### src/rtl/serial_byte_collector.sv
// Reassembles a serial bit stream into WIDTH-bit words behind a one-entry valid/ready holding register.
// Optional even-parity trailer bit: define SERIAL_BYTE_COLLECTOR_PARITY_CHECK_EN.
module serial_byte_collector #(
    parameter int WIDTH = 8
) (
    input  logic                     clk,
    input  logic                     reset,
    input  logic                     bit_in,
    input  logic                     bit_valid,
    input  logic                     msb_first,
    input  logic                     clear,
    output logic [WIDTH-1:0]         byte_out,
    output logic                     byte_valid,
    input  logic                     byte_ready,
    output logic [$clog2(WIDTH)-1:0] bit_count,
    output logic                     overrun,
    output logic                     parity_err
);
    // state   | meaning
    // IDLE    | no partial word, bit_count == 0
    // COLLECT | partial word in progress, 0 < bit_count < WIDTH
    // PARITY  | WIDTH data bits held, waiting for the parity bit (parity build only)
    localparam int CW = $clog2(WIDTH);
    localparam logic [CW-1:0] LAST = CW'(WIDTH - 1);

`ifdef SERIAL_BYTE_COLLECTOR_PARITY_CHECK_EN
    typedef enum logic [1:0] {S_IDLE, S_COLLECT, S_PARITY} state_t;
`else
    typedef enum logic [1:0] {S_IDLE, S_COLLECT} state_t;
`endif

    state_t            r_state, w_state_nxt;
    logic [WIDTH-1:0]  r_sh, w_sh_nxt, w_shifted, w_word;
    logic [CW-1:0]     r_count, w_count_nxt;
    logic              r_dir, w_dir_nxt, w_dir;
    logic [WIDTH-1:0]  r_byte_out, w_byte_out_nxt;
    logic              r_byte_valid, w_byte_valid_nxt;
    logic              r_overrun, w_overrun_nxt;
    logic              w_complete, w_pop, w_push, w_drop;

    // Direction is taken live from msb_first only on the first bit of a word.
    assign w_dir     = (r_state == S_IDLE) ? msb_first : r_dir;
    assign w_shifted = w_dir ? {r_sh[WIDTH-2:0], bit_in} : {bit_in, r_sh[WIDTH-1:1]};

`ifdef SERIAL_BYTE_COLLECTOR_PARITY_CHECK_EN
    logic r_parity_err, w_parity_err_nxt, w_perr;
`endif

    always_comb begin
        w_state_nxt = r_state;
        w_sh_nxt    = r_sh;
        w_count_nxt = r_count;
        w_dir_nxt   = r_dir;
        w_complete  = 1'b0;
        w_word      = r_sh;
`ifdef SERIAL_BYTE_COLLECTOR_PARITY_CHECK_EN
        w_perr      = 1'b0;
`endif
        if (clear) begin
            w_state_nxt = S_IDLE;
            w_sh_nxt    = '0;
            w_count_nxt = '0;
        end else if (bit_valid) begin
            case (r_state)
                S_IDLE, S_COLLECT: begin
                    w_dir_nxt = w_dir;
                    w_sh_nxt  = w_shifted;
                    if (r_count == LAST) begin
                        w_count_nxt = '0;
`ifdef SERIAL_BYTE_COLLECTOR_PARITY_CHECK_EN
                        w_state_nxt = S_PARITY;
`else
                        w_complete  = 1'b1;
                        w_word      = w_shifted;
                        w_state_nxt = S_IDLE;
`endif
                    end else begin
                        w_count_nxt = r_count + CW'(1);
                        w_state_nxt = S_COLLECT;
                    end
                end
`ifdef SERIAL_BYTE_COLLECTOR_PARITY_CHECK_EN
                S_PARITY: begin
                    w_complete  = 1'b1;
                    w_word      = r_sh;
                    w_perr      = (^r_sh) ^ bit_in;
                    w_state_nxt = S_IDLE;
                end
`endif
                default: w_state_nxt = S_IDLE;
            endcase
        end
    end

    // A pop in the same cycle frees the holding register for the completing word.
    always_comb begin
        w_pop            = r_byte_valid && byte_ready;
        w_push           = w_complete && (!r_byte_valid || byte_ready);
        w_drop           = w_complete && r_byte_valid && !byte_ready;
        w_byte_out_nxt   = r_byte_out;
        w_byte_valid_nxt = r_byte_valid;
`ifdef SERIAL_BYTE_COLLECTOR_PARITY_CHECK_EN
        w_parity_err_nxt = r_parity_err;
`endif
        if (w_push) begin
            w_byte_out_nxt   = w_word;
            w_byte_valid_nxt = 1'b1;
`ifdef SERIAL_BYTE_COLLECTOR_PARITY_CHECK_EN
            w_parity_err_nxt = w_perr;
`endif
        end else if (w_pop) begin
            w_byte_valid_nxt = 1'b0;
        end
        w_overrun_nxt = clear ? 1'b0 : (r_overrun | w_drop);
    end

    always_ff @(posedge clk) begin
        if (reset) begin
            r_state      <= S_IDLE;
            r_sh         <= '0;
            r_count      <= '0;
            r_dir        <= 1'b0;
            r_byte_out   <= '0;
            r_byte_valid <= 1'b0;
            r_overrun    <= 1'b0;
        end else begin
            r_state      <= w_state_nxt;
            r_sh         <= w_sh_nxt;
            r_count      <= w_count_nxt;
            r_dir        <= w_dir_nxt;
            r_byte_out   <= w_byte_out_nxt;
            r_byte_valid <= w_byte_valid_nxt;
            r_overrun    <= w_overrun_nxt;
        end
    end

`ifdef SERIAL_BYTE_COLLECTOR_PARITY_CHECK_EN
    always_ff @(posedge clk) begin
        if (reset) r_parity_err <= 1'b0;
        else       r_parity_err <= w_parity_err_nxt;
    end
    assign parity_err = r_parity_err;
`else
    assign parity_err = 1'b0;
`endif

    assign byte_out   = r_byte_out;
    assign byte_valid = r_byte_valid;
    assign bit_count  = r_count;
    assign overrun    = r_overrun;

endmodule

### config.mk
export PLATFORM = sky130hd
export DESIGN_NAME = serial_byte_collector
export DESIGN_NICKNAME = d
export VERILOG_FILES = /design/src/rtl/serial_byte_collector.sv
export SDC_FILE = /design/constraint.sdc
export NUM_CORES = 1
export LEC_CHECK = 0
export CAP_MARGIN = 5
export CORE_ASPECT_RATIO = 0.7
export CORE_MARGIN = 4
export CORE_UTILIZATION = 43
export DETAILED_ROUTE_END_ITERATION = 12
export GPL_ROUTABILITY_DRIVEN = 0
export PLACE_DENSITY = 0.82
export SYNTH_ARGS = -nofsm -noshare
export SYNTH_HDL_FRONTEND = slang
export SYNTH_SLANG_ARGS = --single-unit
### constraint.sdc
create_clock -name clk -period 1.4 [get_ports clk]
set_input_delay 0.21 -clock clk [delete_from_list [all_inputs] [get_ports clk]]
set_output_delay 0.21 -clock clk [all_outputs]
set_load 0.03 [all_outputs]
# Yosys cells after proc, flatten, opt, wreduce, memory -nomap -nowiden
# Index checks and enable logic that the tools add are counted.
# Widths: inputs -> output; s select.
# classes
eq_ne	2
mux	15
bitwise_logic	2
addsub	1
reduce_logical	13
# op_table
operator	count
$mux 8	5
$mux 1	8
$logic_and 1x1->1	4
$reduce_or 2->1	2
$add 3x1->3 const B	1
$eq 3x3->1 const B	1
$mux 3	1
$reduce_and 3->1	1
$eq 2x1->1 const B	1
$logic_not 1->1	2
$logic_not 2->1	1
$mux 2	1
$reduce_and 2->1	1
$reduce_bool 2->1	1
$logic_or 1x1->1	1
$not 1->1	1
$or 1x1->1	1
# totals
elab_cells	40
out_inout_bits	14
ff_bits	24
in_bits	7

# Depth between registers and ports, before layout
# Gate-level depths: netlist of the first run.
# depth
depth_word	8
depth_mapped	6
depth_no_buf	5

# Worst setup path after synthesis of the first run
# Ideal clock, no wire load.
# synth_path
path_type	register to register
start	register r_count[0] (netlist: bit_count[0])
end	register r_byte_out[0] (netlist: byte_out[0])
setup_slack_ns	-0.268
n_path_buf	1
required_time_ns	1.314
arrival_ns	1.582
path_stages_with_launch	7
period_less_slack_ns	1.668
setup_ns	0.086
cell_sequence	dfxtp_1 ha_1 ha_1 and3b_1 clkbuf_1 a21oi_1 a211oi_1
# synth_between
elab_chain_len	6
elab_cells_between_ends	10
cone_classes	eq/ne: 1; mux: 8; reduce/logical: 1
# synth_rtl
item	line_no	source
start, declared	34	logic [CW-1:0] r_count, w_count_nxt;
start signal, assigned	129	r_count <= w_count_nxt;
$eq 3x3->1 (*)	68	if (r_count == LAST) begin
$mux 1	68	
$mux 1	64	case (r_state)
$mux 1	63	end else if (bit_valid) begin
$mux 1	59	if (clear) begin
$logic_and 1x1->1	98	w_push = w_complete && (!r_byte_valid || byte_ready);
end signal, assigned	131	r_byte_out <= w_byte_out_nxt;
end, declared	36	logic [WIDTH-1:0] r_byte_out, w_byte_out_nxt;
# Every way passes the cells marked *; elsewhere a longest branch is shown, timed or not.
# A chain may end at the register's enable or synchronous reset.

# Worst setup path after layout of the first run
# layout_path
start	register r_count[0] (netlist: bit_count[0])
end	register r_overrun (netlist: overrun)
# layout_between
elab_chain_len	8
# layout_rtl
item	line_no	source
$eq 3x3->1	68	
$mux 1	68	
$mux 1	64	
$mux 1	63	
$mux 1	59	
$logic_and 1x1->1 (2 in series)	99	w_drop = w_complete && r_byte_valid && !byte_ready;
$or 1x1->1	114	w_overrun_nxt = clear ? 1'b0 : (r_overrun | w_drop);
end signal, assigned	133	r_overrun <= w_overrun_nxt;
end, declared	38	logic r_overrun, w_overrun_nxt;
# No other way between the ends.

==> results.txt, run 1 <==
most common cell in the synthesized netlist: dfxtp_1
compound-cell area share of the yosys netlist: 0.227
Util after Layout: 0.652
CTS tree: built
min-delay src: overrun
ys async rst share: 0
layout cells sized above 1: 0.217
CP max FO: 8
WL/cell: 15.2 um
Synth Flop Type: dfxtp_1
cells on worst reg2reg path: 6
EDFF count, synth: 0
failing checks: setup timing
Rows: 13
initial antenna violation count: 0
largest net degree at the start of global routing: 23
R2R Setup Slk: -0.02 ns
NetSw: 0.265 mW
main area contributors after synthesis: dfxtp_1 (50%), mux2i_1 (12%), a21oi_1 (9.7%)
final setup margin: -0.0163 ns
Layout area overhead: 37.4%
vias per cell: 5.69
n_diodes: 0
grt ovf: 0
max-cap viol count: 0
peak supply drop: 593 uV
Critical Path Start Type: register
worst-skew pair later-pin latency: 0.31 ns
Gate Count Post-Synth: 94
Die W: 63.5 um
Worst setup EP type: register
Fmax: 706 MHz
crit path launch: bit_count[0]
dpl ws: -0.145 ns
Layout fillers: 160
CORE AREA: 1950 um2
PD cells: 867 nW/um2
grt peak-use layer: met2
final slew viol count: 0
Synth Area per Inst: 9.85 um2
final setup fails: 1
simple-gate portion of the synthesized area: 0.0649
Worst Hold Class: register to register
All-Layer GR Usage: 0.153
Die H: 46.8 um
DP HPWL: 1580 um
Via Count: 808
first-pass GRT wire length: 3490 um
RR Endpoint: overrun
Yosys reg bits: 23
CTS Root Cell: clkbuf_4
reg2reg start: bit_count[0]
Reg area: 469 um2
setup TNS: -0.0163 ns
clock share of power: 0.272
XOR/XNOR Fraction of Synth Area: 0
Global Route met3 Usage: 0.0598
Post-CTS Hold Buffers: 0
met1 usage: 0.199
Nets: 130
cell type with the largest total area after synthesis: dfxtp_1
Multi-input gate area: 483 um2
clk sinks: 23
RSZ-0062 raised after global routing: yes
Final ANT Viol Nets: 0
M2 GR Usage: 0.255
critical path class: register to register
Critical Path AT: 1.63 ns
CP most frequent cell: ha_4
DRC errors left: 0
Distinct cells, synth: 18
net count after synthesis: 103
total internal power: 0.838 mW
First DRT Iteration DRCs: 45
Tcrit/Tclk final: 1.01
multiplexer area fraction after synthesis: 0.143
CTS Buffer Depth: 2
Inserted Clock Buffers: 3
leakage power: 0.527 nW
Hold Violations, Final: 0
sequential share of power: 0.614
Post-Synth Adder-Cell Area: 0.0270
delay of the slowest critical-path stage: 0.37 ns
clk_skew: 0.00578 ns
switching part of the total: 0.240
Post-CTS Setup Bufs: 0
Post-Route WL: 2160 um
Worst EP required: 1.62 ns
Yosys warning total: 0
Synth Cell Area: 926 um2
H-Tree Level Count: 1
largest family of logic cells by synthesized area: compound AO/OA/AOI/OAI gates
hold path cells: 1
Pre-antenna DRT Iters: 4
CP max stage cell: dfxtp_4
number of global-route vias before repair: 747
outcome: finished, violations left
initial core utilization: 0.474
sequential-to-total area share from yosys stat: 0.497
Combinational Power Share: 0.114
Clk pin slew, worst setup/hold paths: 0.12 ns
share of the synthesized area in the top cell type: 0.497
worst-path cell chain: ha_4 > ha_4 > and3b_2 > buf_6 > nor2b_4 > o21a_1
Synth top cells by count: dfxtp_1 (23), a21oi_1 (18), mux2i_1 (11)
min Tclk post-route: 1.42 ns
hold path endpoint: overrun
Hold Slack: 0.480 ns
full die area: 2970 um2
# IOs: 21
IO Port Bufs: 19
==> layer usage <==
metal / part of all wire / up-vias / routed length, um
li1: - / 396 / -
met1: 0.47 / 384 / 1020
met2: 0.47 / 28 / 1010
met3: 0.058 / 0 / 125
met4: 0 / 0 / 0
met5: 0 / - / 0
==> state kept, by name (all words and copies together), names as in the netlist <==
signal      flops
bit_count       3
byte_out        8
byte_valid      1
overrun         1
r_dir           1
r_sh            8
r_state         1
==> placed cells by master (no fill, tap or decap) <==
cell and instances:
dfxtp_1 20, a21oi_1 18, mux2i_1 11, dlygate4sd2_1 11, o21ai_0 9, buf_4 8
a211oi_1 6, clkdlybuf4s50_1 6, nor2_1 3, a211oi_2 3, nor3_1 3, clkbuf_4 3
ha_4 2, dfxtp_4 2, nand2b_1 1, and3b_2 1, inv_1 1, nor2b_4 1
o21a_1 1, mux2i_4 1, and2_4 1, nor2b_1 1, conb_1 1, clkbuf_1 1
clkdlybuf4s15_1 1, clkbuf_2 1, buf_6 1, buf_12 1, dfxtp_2 1
==> cells by family after synthesis <==
logic type	count (synthesis)
mux	12
buf+inv	8
fa+ha+maj	2
other cells	1
compound gates	37
flops	23
simple gates	11
==> power by group through the flow <==
stage / Sequential (mW) / Combinational, mW / Clock, mW
5_1_grt: 0.679 / 0.134 / 0.332
3_3_place_gp: 0.690 / 0.121 / 0
2_1_floorplan: 0.693 / 0.0649 / 0
3_5_place_dp: 0.691 / 0.124 / 0
4_1_cts: 0.677 / 0.124 / 0.306
6_report: 0.677 / 0.126 / 0.301
==> repair_timing <==
item	in CTS	in global routing
pin swaps	1	2
setup endpoints to repair	22	15
gates resized for setup	18	7
==> worst max path at each step <==
stage	cells past startpoint	slack [ns]	endpoint
after floorplan	6	-0.007	overrun
after global placement	5	-0.12	byte_out[3]
after detailed placement	5	-0.14	byte_out[4]
after CTS	6	-0.01	overrun
after global routing	6	-0.06	overrun
final	6	-0.02	overrun
==> cell type report <==
class | instances | share of cell area
clock buffers | 4 | 0.0206
repair buffers | 29 | 0.206
well taps | 22 | 0.0216
multi-input cells | 63 | 0.380
inverters | 1 | 0.00295
flip-flops and latches | 23 | 0.369
==> through the flow <==
step	area, um2	std cells	power [mW]
5_1_grt	1270	142	1.14
3_3_place_gp	1240	138	0.811
4_1_cts	1260	142	1.11
6_report	1270	142	1.10
2_1_floorplan	983	94	0.758
3_5_place_dp	1240	138	0.816
==> critical path: cells and delay by family (launching register included) <==
kind | cells | cell delay, ns
AND/OR/NAND/NOR | 2 | 0.34
flip-flops | 1 | 0.37
adder cells (fa/ha/maj) | 2 | 0.31
buffers and inverters | 1 | 0.14
AO/OA/AOI/OAI | 1 | 0.17
(Power assumes the default switching activity.)
==> run 2, diff against run 1 <==
Settings changed: CORE_UTILIZATION 43 to 36, PLACE_DENSITY 0.82 to 0.72.
==> run 2 against run 1 <==
The flow still finishes with violations (setup timing). Wire length increased by 2.3%. Register-to-register slack got worse by 0.02 ns. Setup slack got worse by 0.025 ns. Cell count increased by 12%. Largest cell class unchanged.
==> results.txt, run 2 (synthesis results as in run 1) <==
Hold Slack: 0.477 ns
Worst Hold Class: register to register
PD cells: 881 nW/um2
DRC errors left: 0
DP HPWL: 1590 um
R2R Setup Slk: -0.04 ns
Layout area overhead: 50.1%
Placement Cell Area: 1280 um2
Post-Route WL: 2210 um
Pre-antenna DRT Iters: 4
Final Instance Count excl. Fillers: 159
Fmax: 694 MHz
Nets: 135
H-Tree Level Count: 1
n_diodes: 0
fin area: 1390 um2
initial core utilization: 0.377
CP max FO: 4
final setup margin: -0.0410 ns
CTS tree: built
First DRT Iteration DRCs: 41
clk_skew: 0.00439 ns
Inserted Clock Buffers: 3
Tcrit/Tclk final: 1.03
commonest non-fill, non-tap cell in the layout: dfxtp_1
critical path class: register to register
# IOs: 21
All-Layer GR Usage: 0.136
min Tclk post-route: 1.44 ns
Die H: 50.4 um
outcome: finished, violations left
setup TNS: -0.124 ns
Layout fillers: 217
dpl ws: -0.134 ns
final slew viol count: 0
Critical Path Start Type: register
layout cells sized above 1: 0.304
full die area: 3460 um2
Post-Place Cells: 154
grt ovf: 0
largest net degree at the start of global routing: 19
worst-skew pair later-pin latency: 0.26 ns
initial antenna violation count: 0
peak supply drop: 460 uV
first-pass GRT wire length: 3510 um
max-cap viol count: 0
final setup fails: 8
Via Count: 797
Worst EP required: 1.59 ns
Post-CTS Hold Buffers: 0
number of global-route vias before repair: 745
Clk pin slew, worst setup/hold paths: 0.08 ns
leakage power: 0.569 nW
Die W: 68.6 um
CTS Root Cell: clkbuf_8
Hold Violations, Final: 0
Critical Path AT: 1.63 ns
CORE AREA: 2460 um2
Power Total: 1.22 mW
CTS Buffer Depth: 2
failing checks: setup timing
Rows: 15
most frequent cells in the layout: dfxtp_1 (20), a21oi_1 (17), dlygate4sd2_1 (13)
IO Port Bufs: 19
Final ANT Viol Nets: 0
RSZ-0062 raised after global routing: yes
Worst setup EP type: register
Util after Layout: 0.565
clk sinks: 23
WL/cell: 13.9 um
vias per cell: 5.01
## run 2: cell count changes in the layout (fill, tap and decap cells not counted), moves of 2 or more
cell	previous run	this run
a211oi_1	6	1
a211oi_2	3	8
buf_4	8	11
buf_6	1	3
clkbuf_4	3	0
clkbuf_8	0	3
dlygate4sd2_1	11	13
mux2i_1	11	9
mux2i_2	0	2
## run 2: layer usage
layer	vias up	GRT usage	wire length (um)
li1	404	-	-
met1	371	0.172	987
met2	20	0.214	1050
met3	2	0.0604	162
met4	0	0.0231	8
met5	-	0	0
## run 2: final timing paths
kind | start | endpoint | cells past startpoint
hold reg to reg | overrun | overrun | 1
setup / recovery | bit_count[0] | byte_out[6] | 6
hold / removal | overrun | overrun | 1
setup reg to reg | bit_count[0] | byte_out[6] | 6
## run 2: area by class of cell
cell class	instances	area (um2)	area share
multi-input cells	63	519	0.374
flip-flops and latches	23	469	0.338
inverters	1	3.75	0.00270
clock buffers	4	45.0	0.0324
repair buffers	34	310	0.223
well taps	34	42.5	0.0306
## run 2: timing repair
action	4_1_cts	5_1_grt
setup buffers	0	1
endpoints found under the setup margin	22	12
resized for setup	18	12
pin swaps	1	2
## run 2: critical path, stage by stage, from the launching register on
cell and delay (ns):
dfxtp_4 0.37, ha_4 0.16, ha_4 0.15, and3b_2 0.23, and2_4 0.15, buf_6 0.12
a211oi_2 0.20
## run 2: where the power goes
group,leakage [nW],internal (mW),switching [mW]
registers,0.188,0.665,0.0130
logic,0.358,0.0671,0.0667
clock network,0.0228,0.203,0.209
